`src/rtl/ledger_pkg.sv`:
```
// ---------------------------------------------------------------------------
// ledger_pkg
//
// Definitions shared by the ledger transfer unit and its hash core:
//   - byte offsets of the six 8-bit fields in the 48-bit player image
//     {p1_private, p1_public, p1_money, p2_private, p2_public, p2_money}
//   - transfer status encodings
//   - transfer FSM state enum
//   - number of entries in the hash lookup table
//   - a small helper to read one image byte by field offset
//
// No ports (package).
// ---------------------------------------------------------------------------
package ledger_pkg;

    // Hash lookup table size; the index of every round is reduced modulo this.
    localparam int TABLE_ENTRIES = 36;

    // Field offsets in bytes from the LSB end of the image.
    localparam int P1_PRIVATE_OFS = 5;
    localparam int P1_PUBLIC_OFS  = 4;
    localparam int P1_MONEY_OFS   = 3;
    localparam int P2_PRIVATE_OFS = 2;
    localparam int P2_PUBLIC_OFS  = 1;
    localparam int P2_MONEY_OFS   = 0;

    // Transfer result codes.
    localparam logic [1:0] STATUS_COMMIT   = 2'b00;
    localparam logic [1:0] STATUS_BAD_KEY  = 2'b01;
    localparam logic [1:0] STATUS_NO_FUNDS = 2'b10;
    localparam logic [1:0] STATUS_OVERFLOW = 2'b11;

    // Transfer sequencing.
    typedef enum logic [1:0] {
        IDLE   = 2'd0,
        HASH   = 2'd1,
        CHECK  = 2'd2,
        FINISH = 2'd3
    } state_e;

    // Extract one 8-bit field of the image given its byte offset.
    function automatic logic [7:0] image_byte(input logic [47:0] image,
                                              input int          ofs);
        return image[8*ofs +: 8];
    endfunction

endpackage

```
`src/rtl/ledger_hash_core.sv`:
```
// ---------------------------------------------------------------------------
// ledger_hash_core
//
// One combinational round of the key hash:
//     h_next = T[(h ^ key ^ round) mod 36]
// where T[k] = random_table[8k+7:8k]. This is the exact function used to
// derive the public keys stored in the player image, so anything that needs
// to (re)compute a public key should iterate this block.
//
// Ports:
//   h            in  8    current hash accumulator
//   key          in  8    key being hashed
//   round        in  4    round number (0 .. rounds-1)
//   random_table in  288  36-byte lookup table
//   h_next       out 8    accumulator after this round
// ---------------------------------------------------------------------------
module ledger_hash_core
    import ledger_pkg::*;
(
    input  logic [7:0]   h,
    input  logic [7:0]   key,
    input  logic [3:0]   round,
    input  logic [287:0] random_table,
    output logic [7:0]   h_next
);

    logic [7:0] mixed;
    logic [7:0] folded;
    logic [5:0] index;
    logic [7:0] table_bytes [TABLE_ENTRIES];

    // Unpack the flat table into an addressable byte array.
    for (genvar k = 0; k < TABLE_ENTRIES; k++) begin : g_unpack
        assign table_bytes[k] = random_table[8*k +: 8];
    end

    assign mixed  = h ^ key ^ {4'b0000, round};

    // The remainder of an 8-bit value by 36 is always below 36, so only the
    // low six bits carry information; the upper two are always zero.
    assign folded = mixed % 8'(TABLE_ENTRIES);
    assign index  = folded[5:0];

    assign h_next = table_bytes[index];

endmodule

```
`src/rtl/ledger_transfer_unit.sv`:
```
// ---------------------------------------------------------------------------
// ledger_transfer_unit
//
// Holds the 48-bit player image and executes one coin transfer at a time
// between player 1 and player 2. The presented key is hashed over
// HASH_ROUNDS table-lookup rounds and compared with the sender's stored
// public key; the balance and overflow rules are then applied and the
// updated image is either committed or the transfer is rejected.
//
// Latency from an accepted start to done is HASH_ROUNDS+2 cycles:
//   cycles 1..HASH_ROUNDS   HASH   (one round per cycle)
//   cycle  HASH_ROUNDS+1    CHECK  (result and new image registered)
//   cycle  HASH_ROUNDS+2    FINISH (done pulse, busy low)
//
// Parameters:
//   HASH_ROUNDS   hash rounds per key, 1..15 (default 4)
//
// Ports:
//   clock         in  1    rising-edge clock
//   reset         in  1    synchronous active-high reset
//   random_table  in  288  hash table, stable while busy
//   load          in  1    pulse: copy memory_in into the image (IDLE only)
//   memory_in     in  48   image to load
//   start         in  1    pulse: request a transfer (IDLE, load low)
//   sender        in  1    0: p1 pays p2, 1: p2 pays p1
//   key_in        in  8    key presented by the sender
//   amount        in  8    coins to move
//   memory_out    out 48   current image
//   busy          out 1    transfer in progress (HASH/CHECK)
//   done          out 1    one-cycle pulse at transfer end
//   status        out 2    result, held until the next accepted start
//
// Optional feature, enabled by defining LEDGER_TXN_LOG_EN:
//   txn_count     out 8    number of committed transfers, wraps at 256
//   last_reject   out 2    most recent non-zero status
// ---------------------------------------------------------------------------
module ledger_transfer_unit
    import ledger_pkg::*;
#(
    parameter int HASH_ROUNDS = 4
) (
    input  logic         clock,
    input  logic         reset,
    input  logic [287:0] random_table,
    input  logic         load,
    input  logic [47:0]  memory_in,
    input  logic         start,
    input  logic         sender,
    input  logic [7:0]   key_in,
    input  logic [7:0]   amount,
    output logic [47:0]  memory_out,
    output logic         busy,
    output logic         done,
    output logic [1:0]   status
`ifdef LEDGER_TXN_LOG_EN
    ,
    output logic [7:0]   txn_count,
    output logic [1:0]   last_reject
`endif
);

    localparam logic [3:0] LAST_ROUND = 4'(HASH_ROUNDS - 1);

    state_e      state;
    logic [47:0] image;
    logic [7:0]  h;
    logic [3:0]  r;
    logic        txn_sender;
    logic [7:0]  txn_key;
    logic [7:0]  txn_amount;
    logic [1:0]  result;

    logic [7:0]  h_next;
    logic [7:0]  sender_public;
    logic [7:0]  sender_money;
    logic [7:0]  receiver_money;
    logic [8:0]  receiver_sum;
    logic [7:0]  sender_remaining;
    logic [1:0]  check_status;
    logic [47:0] next_image;

    ledger_hash_core u_hash_core (
        .h            (h),
        .key          (txn_key),
        .round        (r),
        .random_table (random_table),
        .h_next       (h_next)
    );

    // Select the sender/receiver fields according to the captured direction
    // and evaluate the rules in priority order. The receiver sum is kept one
    // bit wider so that its carry is the overflow flag.
    always_comb begin
        sender_public  = image_byte(image, P1_PUBLIC_OFS);
        sender_money   = image_byte(image, P1_MONEY_OFS);
        receiver_money = image_byte(image, P2_MONEY_OFS);
        if (txn_sender) begin
            sender_public  = image_byte(image, P2_PUBLIC_OFS);
            sender_money   = image_byte(image, P2_MONEY_OFS);
            receiver_money = image_byte(image, P1_MONEY_OFS);
        end

        receiver_sum     = {1'b0, receiver_money} + {1'b0, txn_amount};
        sender_remaining = sender_money - txn_amount;

        if (h != sender_public) begin
            check_status = STATUS_BAD_KEY;
        end else if (txn_amount > sender_money) begin
            check_status = STATUS_NO_FUNDS;
        end else if (receiver_sum[8]) begin
            check_status = STATUS_OVERFLOW;
        end else begin
            check_status = STATUS_COMMIT;
        end
    end

    // Committed image: only the two money bytes ever change.
    always_comb begin
        next_image = image;
        if (txn_sender) begin
            next_image[8*P2_MONEY_OFS +: 8] = sender_remaining;
            next_image[8*P1_MONEY_OFS +: 8] = receiver_sum[7:0];
        end else begin
            next_image[8*P1_MONEY_OFS +: 8] = sender_remaining;
            next_image[8*P2_MONEY_OFS +: 8] = receiver_sum[7:0];
        end
    end

    // Transfer sequencer. Load and start are only honoured in IDLE, with
    // load taking priority, so nothing can disturb the image or operands
    // while a transfer is in flight. The image is written only in CHECK and
    // only on a commit, so a reset before then leaves no partial update.
    always_ff @(posedge clock) begin
        if (reset) begin
            state      <= IDLE;
            image      <= '0;
            h          <= '0;
            r          <= '0;
            txn_sender <= 1'b0;
            txn_key    <= '0;
            txn_amount <= '0;
            result     <= STATUS_COMMIT;
        end else begin
            case (state)
                IDLE: begin
                    if (load) begin
                        image <= memory_in;
                    end else if (start) begin
                        txn_sender <= sender;
                        txn_key    <= key_in;
                        txn_amount <= amount;
                        h          <= 8'h00;
                        r          <= 4'd0;
                        state      <= HASH;
                    end
                end
                HASH: begin
                    h <= h_next;
                    r <= r + 4'd1;
                    if (r == LAST_ROUND) begin
                        state <= CHECK;
                    end
                end
                CHECK: begin
                    result <= check_status;
                    if (check_status == STATUS_COMMIT) begin
                        image <= next_image;
                    end
                    state <= FINISH;
                end
                FINISH: begin
                    state <= IDLE;
                end
                default: begin
                    state <= IDLE;
                end
            endcase
        end
    end

    assign memory_out = image;
    assign busy       = (state == HASH) || (state == CHECK);
    assign done       = (state == FINISH);
    assign status     = result;

`ifdef LEDGER_TXN_LOG_EN
    // Transaction log: both values are updated alongside the registered
    // status, i.e. once per transfer at the end of CHECK.
    always_ff @(posedge clock) begin
        if (reset) begin
            txn_count   <= '0;
            last_reject <= '0;
        end else if (state == CHECK) begin
            if (check_status == STATUS_COMMIT) begin
                txn_count <= txn_count + 8'd1;
            end else begin
                last_reject <= check_status;
            end
        end
    end
`else
    // Transaction log not built: no counter or reject register exists.
`endif

endmodule

```
`config.mk`:
```
export PLATFORM = sky130hd
export DESIGN_NAME = ledger_transfer_unit
export DESIGN_NICKNAME = d
export VERILOG_FILES = /design/src/rtl/ledger_pkg.sv /design/src/rtl/ledger_hash_core.sv /design/src/rtl/ledger_transfer_unit.sv
export SDC_FILE = /design/constraint.sdc
export NUM_CORES = 1
export LEC_CHECK = 0
export CAP_MARGIN = 20
export CORE_AREA = 3 3 159 161
export CTS_CLUSTER_SIZE = 12
export DETAILED_ROUTE_END_ITERATION = 10
export DIE_AREA = 0 0 162 164
export PLACE_DENSITY = 0.78
export SYNTH_ARGS = -nofsm -noshare
export SYNTH_HDL_FRONTEND = slang
export SYNTH_HIERARCHICAL = 1
export SYNTH_SLANG_ARGS = --single-unit
```
`constraint.sdc`:
```
create_clock -name clock -period 4.9 [get_ports clock]
set_input_delay 1.47 -clock clock [delete_from_list [all_inputs] [get_ports clock]]
set_output_delay 1.47 -clock clock [all_outputs]
set_load 0.03 [all_outputs]
```
# Word-level counts from Yosys, hierarchy flattened
# Index checks and enable logic that the tools add are counted.
[classes] magnitude_cmp=2 n_reduce_logical=10 n_bitwise=5 n_div=1 n_eq_ne=10 addsub=3 mux=24
[ops] op="$pmux 48 s2" count=1
[ops] op="$mux 8" count=9
[ops] op="$bmux 8 s6" count=1
[ops] op="$mux 48" count=1
[ops] op="$mux 32" count=1
[ops] op="$pmux 8 s2" count=1
[ops] op="$reduce_and 3->1" count=5
[ops] op="$mux 2" count=6
[ops] op="$ne 2x2->1 const B" count=5
[ops] op="$add 8x8->9" count=1
[ops] op="$gt 8x8->1" count=1
[ops] op="$mod 8x6->8 const B" count=1
[ops] op="$mux 4" count=2
[ops] op="$ne 8x8->1" count=1
[ops] op="$pmux 2 s4" count=1
[ops] op="$pmux 4 s2" count=1
[ops] op="$sub 8x8->8" count=1
[ops] op="$xor 8x4->8" count=1
[ops] op="$xor 8x8->8" count=1
[ops] op="$ge 7x7->1 const B" count=1
[ops] op="$not 6->7" count=1
[ops] op="$add 4x1->4 const B" count=1
[ops] op="$eq 2x2->1 const B" count=2
[ops] op="$eq 4x2->1 const B" count=1
[ops] op="5 further kinds" count=8
[totals] regBits=81 wordCells=64 inputBits=357 output_inout_bits=52

# Logic depth before layout (Yosys ltp)
[logic_depth] word_depth=8 depth_mapped=18 mapped_depth_nobuf=13

# Cells and area by module
# Netlist, hierarchy kept.
[by_module_without_submodules] module="ledger_transfer_unit" area_per_inst_um2=4609.4 instances=1 cells_each=552 seq_area_each_um2=1621.6
[by_module_without_submodules] module="ledger_hash_core" area_per_inst_um2=2947.8 instances=1 cells_each=238 seq_area_each_um2=0.0

# Worst setup path after synthesis
# No wires, ideal clock.
[synth_path] kind="register to register" start="reg txn_sender" end="reg image[0] (netlist: memory_out[0])" n_path_buf=6 path_slack_ps=995 path_stages_with_launch=15 period_less_slack_ps=3905 required_time_ps=4779 arrival_ps=3784 setup_ps=121 cell_sequence="dfxtp_1 > buf_6 > buf_8 > clkbuf_1 > buf_2 > clkbuf_1 > mux2_2 > fa_1 > a21o_1 > a21oi_1 > o221ai_1 > a211o_1 > o32a_1 > buf_6 > mux2_4"
[synth_via] elab_chain_len=8 elab_cells_between_ends=16 cone_classes="2 x add/sub; 1 x order compare; 2 x eq/ne; 9 x mux; 2 x reduce/logical"
[synth_lines] item="start, declared" line_no="ledger_transfer_unit.sv:68" rtl="logic txn_sender;"
[synth_lines] item="start signal, assigned" line_no="ledger_transfer_unit.sv:149" rtl="txn_sender <= sender;"
[synth_lines] item="$mux 8" line_no="ledger_transfer_unit.sv:97" rtl="if (txn_sender) begin"
[synth_lines] item="$add 8x8->9" line_no="ledger_transfer_unit.sv:103" rtl="receiver_sum = {1'b0, receiver_money} + {1'b0, txn_amount};"
[synth_lines] item="$mux 2" line_no="ledger_transfer_unit.sv:110" rtl="end else if (receiver_sum[8]) begin"
[synth_lines] item="$mux 2" line_no="ledger_transfer_unit.sv:108" rtl="end else if (txn_amount > sender_money) begin"
[synth_lines] item="$mux 2" line_no="ledger_transfer_unit.sv:106" rtl="if (h != sender_public) begin"
[synth_lines] item="$logic_not 2->1" line_no="ledger_transfer_unit.sv:166" rtl="if (check_status == STATUS_COMMIT) begin"
[synth_lines] item="$ne 2x2->1 (no source line)"
[synth_lines] item="$reduce_and 3->1 (no source line)"
[synth_lines] item="end signal, assigned" line_no="ledger_transfer_unit.sv:147" rtl="image <= memory_in;"
[synth_lines] item="end signal, assigned" line_no="ledger_transfer_unit.sv:167" rtl="image <= next_image;"
[synth_lines] item="end, declared" line_no="ledger_transfer_unit.sv:65" rtl="logic [47:0] image;"
# Several ways; a longest one is shown, not always the timed one. The select of a mux whose other input is x is not followed.
# A chain may end at the register's enable or synchronous reset.

# Final worst setup path
[layout_path] start="reg h[5]" end="reg h[7]"
[layout_via] elab_chain_len=8
[layout_lines] item="start, declared" line_no="ledger_transfer_unit.sv:66" rtl="logic [7:0] h;"
[layout_lines] item="start signal, assigned" line_no="ledger_transfer_unit.sv:158" rtl="h <= h_next;"
[layout_lines] item="$xor 8x8->8" line_no="ledger_hash_core.sv:37" rtl="assign mixed = h ^ key ^ {4'b0000, round};"
[layout_lines] item="$xor 8x4->8" line_no="ledger_hash_core.sv:37"
[layout_lines] item="$mod 8x6->8" line_no="ledger_hash_core.sv:41" rtl="assign folded = mixed % 8'(TABLE_ENTRIES);"
[layout_lines] item="$not 6->7 (implied by the code)" line_no="ledger_hash_core.sv:44" rtl="assign h_next = table_bytes[index];"
[layout_lines] item="$bmux 8 s6" line_no="ledger_hash_core.sv:44"
[layout_lines] item="$mux 8 (implied by the code) (2 in a row)" line_no="ledger_hash_core.sv:44"
[layout_lines] item="via h_next[7]" line_no="ledger_transfer_unit.sv:73" rtl="logic [7:0] h_next;"
[layout_lines] item="$pmux 8 s2" line_no="ledger_transfer_unit.sv:144" rtl="case (state)"
# The timed path passes the listed nets, and every way through them passes these cells. The select of a mux whose other input is x is not followed.

==> summary.txt <==
Outcome
  • Outcome: finished, final reports clean

Place
  • Gpl congestion: ~0.94
  • Buffers on Ports: ~410
  • Total half-perimeter wirelength after legalization and detailed placement: around 28000 um

Finish
  • Area added between synthesis and finish: 60.89%
  • Fraction of layout cells with a size suffix above 1: 0.1216
  • Fillers: between 2000 and 2500
  • Net count reported at finish: between 1500 and 2000

Worst setup path
  • Register-to-Register Setup Slack: approximately 0.73 ns
  • Startpoint type of the worst setup path: flip-flop
  • Largest fanout of any net on the critical path: 17
  • Arrival time at the worst endpoint: roughly 4.4 ns
  • End point of the critical path: h[7]
  • Number of cells on the worst reg-to-reg path: 15
  • Required time of the critical path: 5.11 ns
  • Endpoint class of the critical path: flip-flop
  • Slowest stage delay, CP: 0.55 ns
  • Slowest-stage cell, CP: sky130_fd_sc_hd__a2111o_1
  • Worst R2R Start: h[5]
  • Sequence of cells on the critical path: xor2_1, buf_4, inv_1, ha_1, a2111o_1, o21ai_1, mux2i_1, o31ai_1, a31o_1, buf_4, mux2i_1, o22ai_1, a211o_1, a22oi_1, nor2_1
  • FF-to-FF End: h[7]
  • CP Class: flip-flop to flip-flop
  • Critical Path Source: h[5]

Clocking
  • Sink Count: just over 80
  • Library cell used as clock root buffer: sky130_fd_sc_hd__clkbuf_16
  • Count of hold buffers inserted by post-cts repair: 0
  • Clock tree from TritonCTS: built
  • Clock buffer depth: 2
  • Total setup buffers inserted after CTS: 0
  • # H-tree levels: 3
  • TritonCTS buffer count: 9
  • Register clock-pin slew on the reported worst setup and hold paths: around 0.06 ns
  • Count of instances resized after the clock tree is built: 0
  • Clock latency on the worst-skew pair: between 0.3 and 0.4 ns

Power
  • Maximum ir drop on the vdd rail: 381.3 uV
  • Cell leakage power: between 0.004 and 0.005 uW
  • P per Cell Area: approximately 550 nW/um2

Synth
  • Most used flip-flop cell after synthesis: sky130_fd_sc_hd__dfxtp_1
  • Number of instances in the synthesized netlist: 790
  • Count of state elements after synthesis: slightly above 80
  • Distinct cell type count of the synthesized netlist: between 70 and 80
  • Number of synthesized flops with an enable pin: 0
  • Share of the synthesized area in the top cell type: 0.2146
  • Area of the mapped netlist: 7557 um2
  • Syn_area_per_cell: 9.566 um2
  • Ys async rst share: 0
  • Register area share after synthesis: 0.2146
  • Largest area contributor in the netlist: sky130_fd_sc_hd__dfxtp_1
  • Number of nets produced by synthesis: between 1000 and 1500
  • Synth top area cells: sky130_fd_sc_hd__dfxtp_1, sky130_fd_sc_hd__mux4_2, sky130_fd_sc_hd__mux2i_1, sky130_fd_sc_hd__a21oi_1, sky130_fd_sc_hd__nor2_1
  • Count of yosys warnings during synthesis: 6

Floorplan
  • Standard cell core area: ~24000 um2
  • Num ports: 409
  • Starting Density: 0.3135
  • Width of the die: 162 um
  • Overall die height: about 160 um
  • Floorplan die area: ~27000 um2
  • # rows: 57

GRT
  • Grt met2 use: 0.4047
  • Pin count of the biggest net entering global routing: 73
  • Global-route layer with the greatest usage: met2
  • Initial antenna violation count: 14
  • Via count of the first global-routing pass: between 7000 and 8000
  • Total routing usage reported by global routing: 0.2492
  • Global route overflow: 0
  • Met3 global-route usage: 0.08979
  • Global-route wire length before repair: 49430 um
  • Global Route met1 Usage: 0.3231

Routing
  • Via count: ~8000
  • Aggregate routed wire length: about 34000 um
  • DRC Markers: 0
  • Number of DRC markers in iteration 0: between 500 and 600
  • Vias per std cell: approximately 5.3
  • Pre-Repair DR Iteration Count: 5
  • Antenna violation net count after detailed routing: 0
  • Per-cell routed wire length: ~23 um

Hold path
  • HP Start: txn_key[5]
  • Type of the worst min-delay path: flip-flop to flip-flop

Timing
  • Final count of hold timing violations: 0
  • Count of final setup violators: 0
  • Fin Setup TNS: 0 ns
  • Crit share post-route: 0.8511
  • Normalized max-slew margin: 0.3947
  • Worst clock skew on the final layout: between 0.008 and 0.009 ns
  • Actual slew at the worst max-slew pin: a little over 0.9 ns
  • Worst hold slack: ~0.47 ns
  • Final critical path time including I/O delays and setup: between 4 and 5 ns
  • Highest clock frequency the design can meet: 0.2398 GHz
  • Pins Over Slew Limit: 0
  • RSZ-0062 raised after global routing: no

Flow run
  • Number of violations of the max-capacitance limit: 0
worst min-delay path by stage:
stage | endpoint | slack (ns) | depth (start not counted)
global route | txn_key[5] | 0.49 | 2
floorplan | txn_key[1] | 0.45 | 2
finish | txn_key[5] | 0.47 | 2
detailed placement | txn_key[5] | 0.46 | 2
CTS | txn_key[5] | 0.47 | 2
global placement | status[1] | 0.45 | 2
logic make-up after synthesis:
family,synth area share
multiplexers,0.3318
AND/OR/NAND/NOR,0.1609
flip-flops,0.2146
adder cells (fa/ha/maj),0.04338
AO/OA/AOI/OAI,0.1589
XOR/XNOR,0.04057
buffers and inverters,0.04983
worst max-delay path: cells and delay by family, from the launching register on:
family	cells	cell delay [ns]
AO/OA/AOI/OAI	7	1.81
flip-flops	1	0.38
AND/OR/NAND/NOR	1	0.06
buffers and inverters	3	0.61
XOR/XNOR	1	0.16
adder cells (fa/ha/maj)	1	0.33
multiplexers	2	0.66
layer usage:
metal	part of all wire	vias up
li1	-	3752
met1	0.41	3820
met2	0.46	347
met3	0.10	50
met4	0.018	18
met5	0.0028	-
synth_stat cells (4+ instances only):
master                       n
sky130_fd_sc_hd__a211o_1    12
sky130_fd_sc_hd__a211oi_1    4
sky130_fd_sc_hd__a21o_1      4
sky130_fd_sc_hd__a21oi_1    74
sky130_fd_sc_hd__a22oi_1    11
sky130_fd_sc_hd__a311o_1     6
sky130_fd_sc_hd__buf_6       4
sky130_fd_sc_hd__clkbuf_1   43
sky130_fd_sc_hd__dfxtp_1    81
sky130_fd_sc_hd__ha_1       23
sky130_fd_sc_hd__inv_1      17
sky130_fd_sc_hd__mux2_2     16
sky130_fd_sc_hd__mux2i_1    66
sky130_fd_sc_hd__mux4_2     72
sky130_fd_sc_hd__nand2_1    63
sky130_fd_sc_hd__nand2b_1   18
sky130_fd_sc_hd__nand3_1     9
sky130_fd_sc_hd__nor2_1     80
sky130_fd_sc_hd__nor2b_1     5
sky130_fd_sc_hd__nor3_1      8
sky130_fd_sc_hd__nor3b_1    35
sky130_fd_sc_hd__o2111ai_1   5
sky130_fd_sc_hd__o21ai_0    10
sky130_fd_sc_hd__o22ai_1    14
sky130_fd_sc_hd__or3_1       5
sky130_fd_sc_hd__xnor2_1    21
sky130_fd_sc_hd__xor2_1      9
state kept, by name, indices dropped and copies added, names as in the netlist:
name	cells
txn_amount	8
txn_key	8
state	2
memory_out	48
txn_sender	1
status	2
r	4
h	8
final cells by class:
type                       instances  area (um2)  area share
clock buffer                       9       225.2     0.01852
clock inverter                     7       46.29    0.003807
sequential                        81        1623      0.1335
tap                              324       405.4     0.03334
inverter                          19       73.82    0.006071
timing repair buffer             419        4202      0.3455
antenna                            2       5.005   0.0004116
multi-input combinational        633        5579      0.4588
cell usage in the layout, fill, tap and decap left out, drive strengths merged, types with 4 or more instances in the layout:
cell	n
or3	5
nor3b	35
mux2	19
mux2i	66
nor2b	5
nand2b	18
nand3	9
nor2	80
clkinv	7
dfxtp	81
mux4	72
xnor2	23
buf	12
nor3	8
a21oi	74
a211o	12
o2111ai	5
xor2	9
o22ai	14
a211oi	5
o21ai	11
clkbuf	9
a22oi	11
ha	23
a311o	6
a21o	4
inv	19
nand2	66
clkdlybuf4s50	407
report_power, final:
group,switching (uW),leakage (uW),internal (uW),total (uW)
clock,289,0.000139,343,632
combinational,2630,0.00385,2400,5020
sequential,178,0.000663,825,1000
stage by stage:
stage | std cells | utilization | worst slack (ns) | total power [uW] | instance area (um2)
final | 1494 | 0.5044 | 0.7298 | 6660 | 12160
after detailed placement | 1475 | 0.4921 | 0.8539 | 5997 | 11860
after global routing | 1492 | 0.5042 | 0.4993 | 7121 | 12150
after global placement | 1475 | 0.4921 | 0.8684 | 5947 | 11860
after floorplan | 790 | - | 0.9946 | 4679 | 7557
after CTS | 1491 | 0.5034 | 0.8262 | 6665 | 12130
Power figures use the tool's default switching activity.
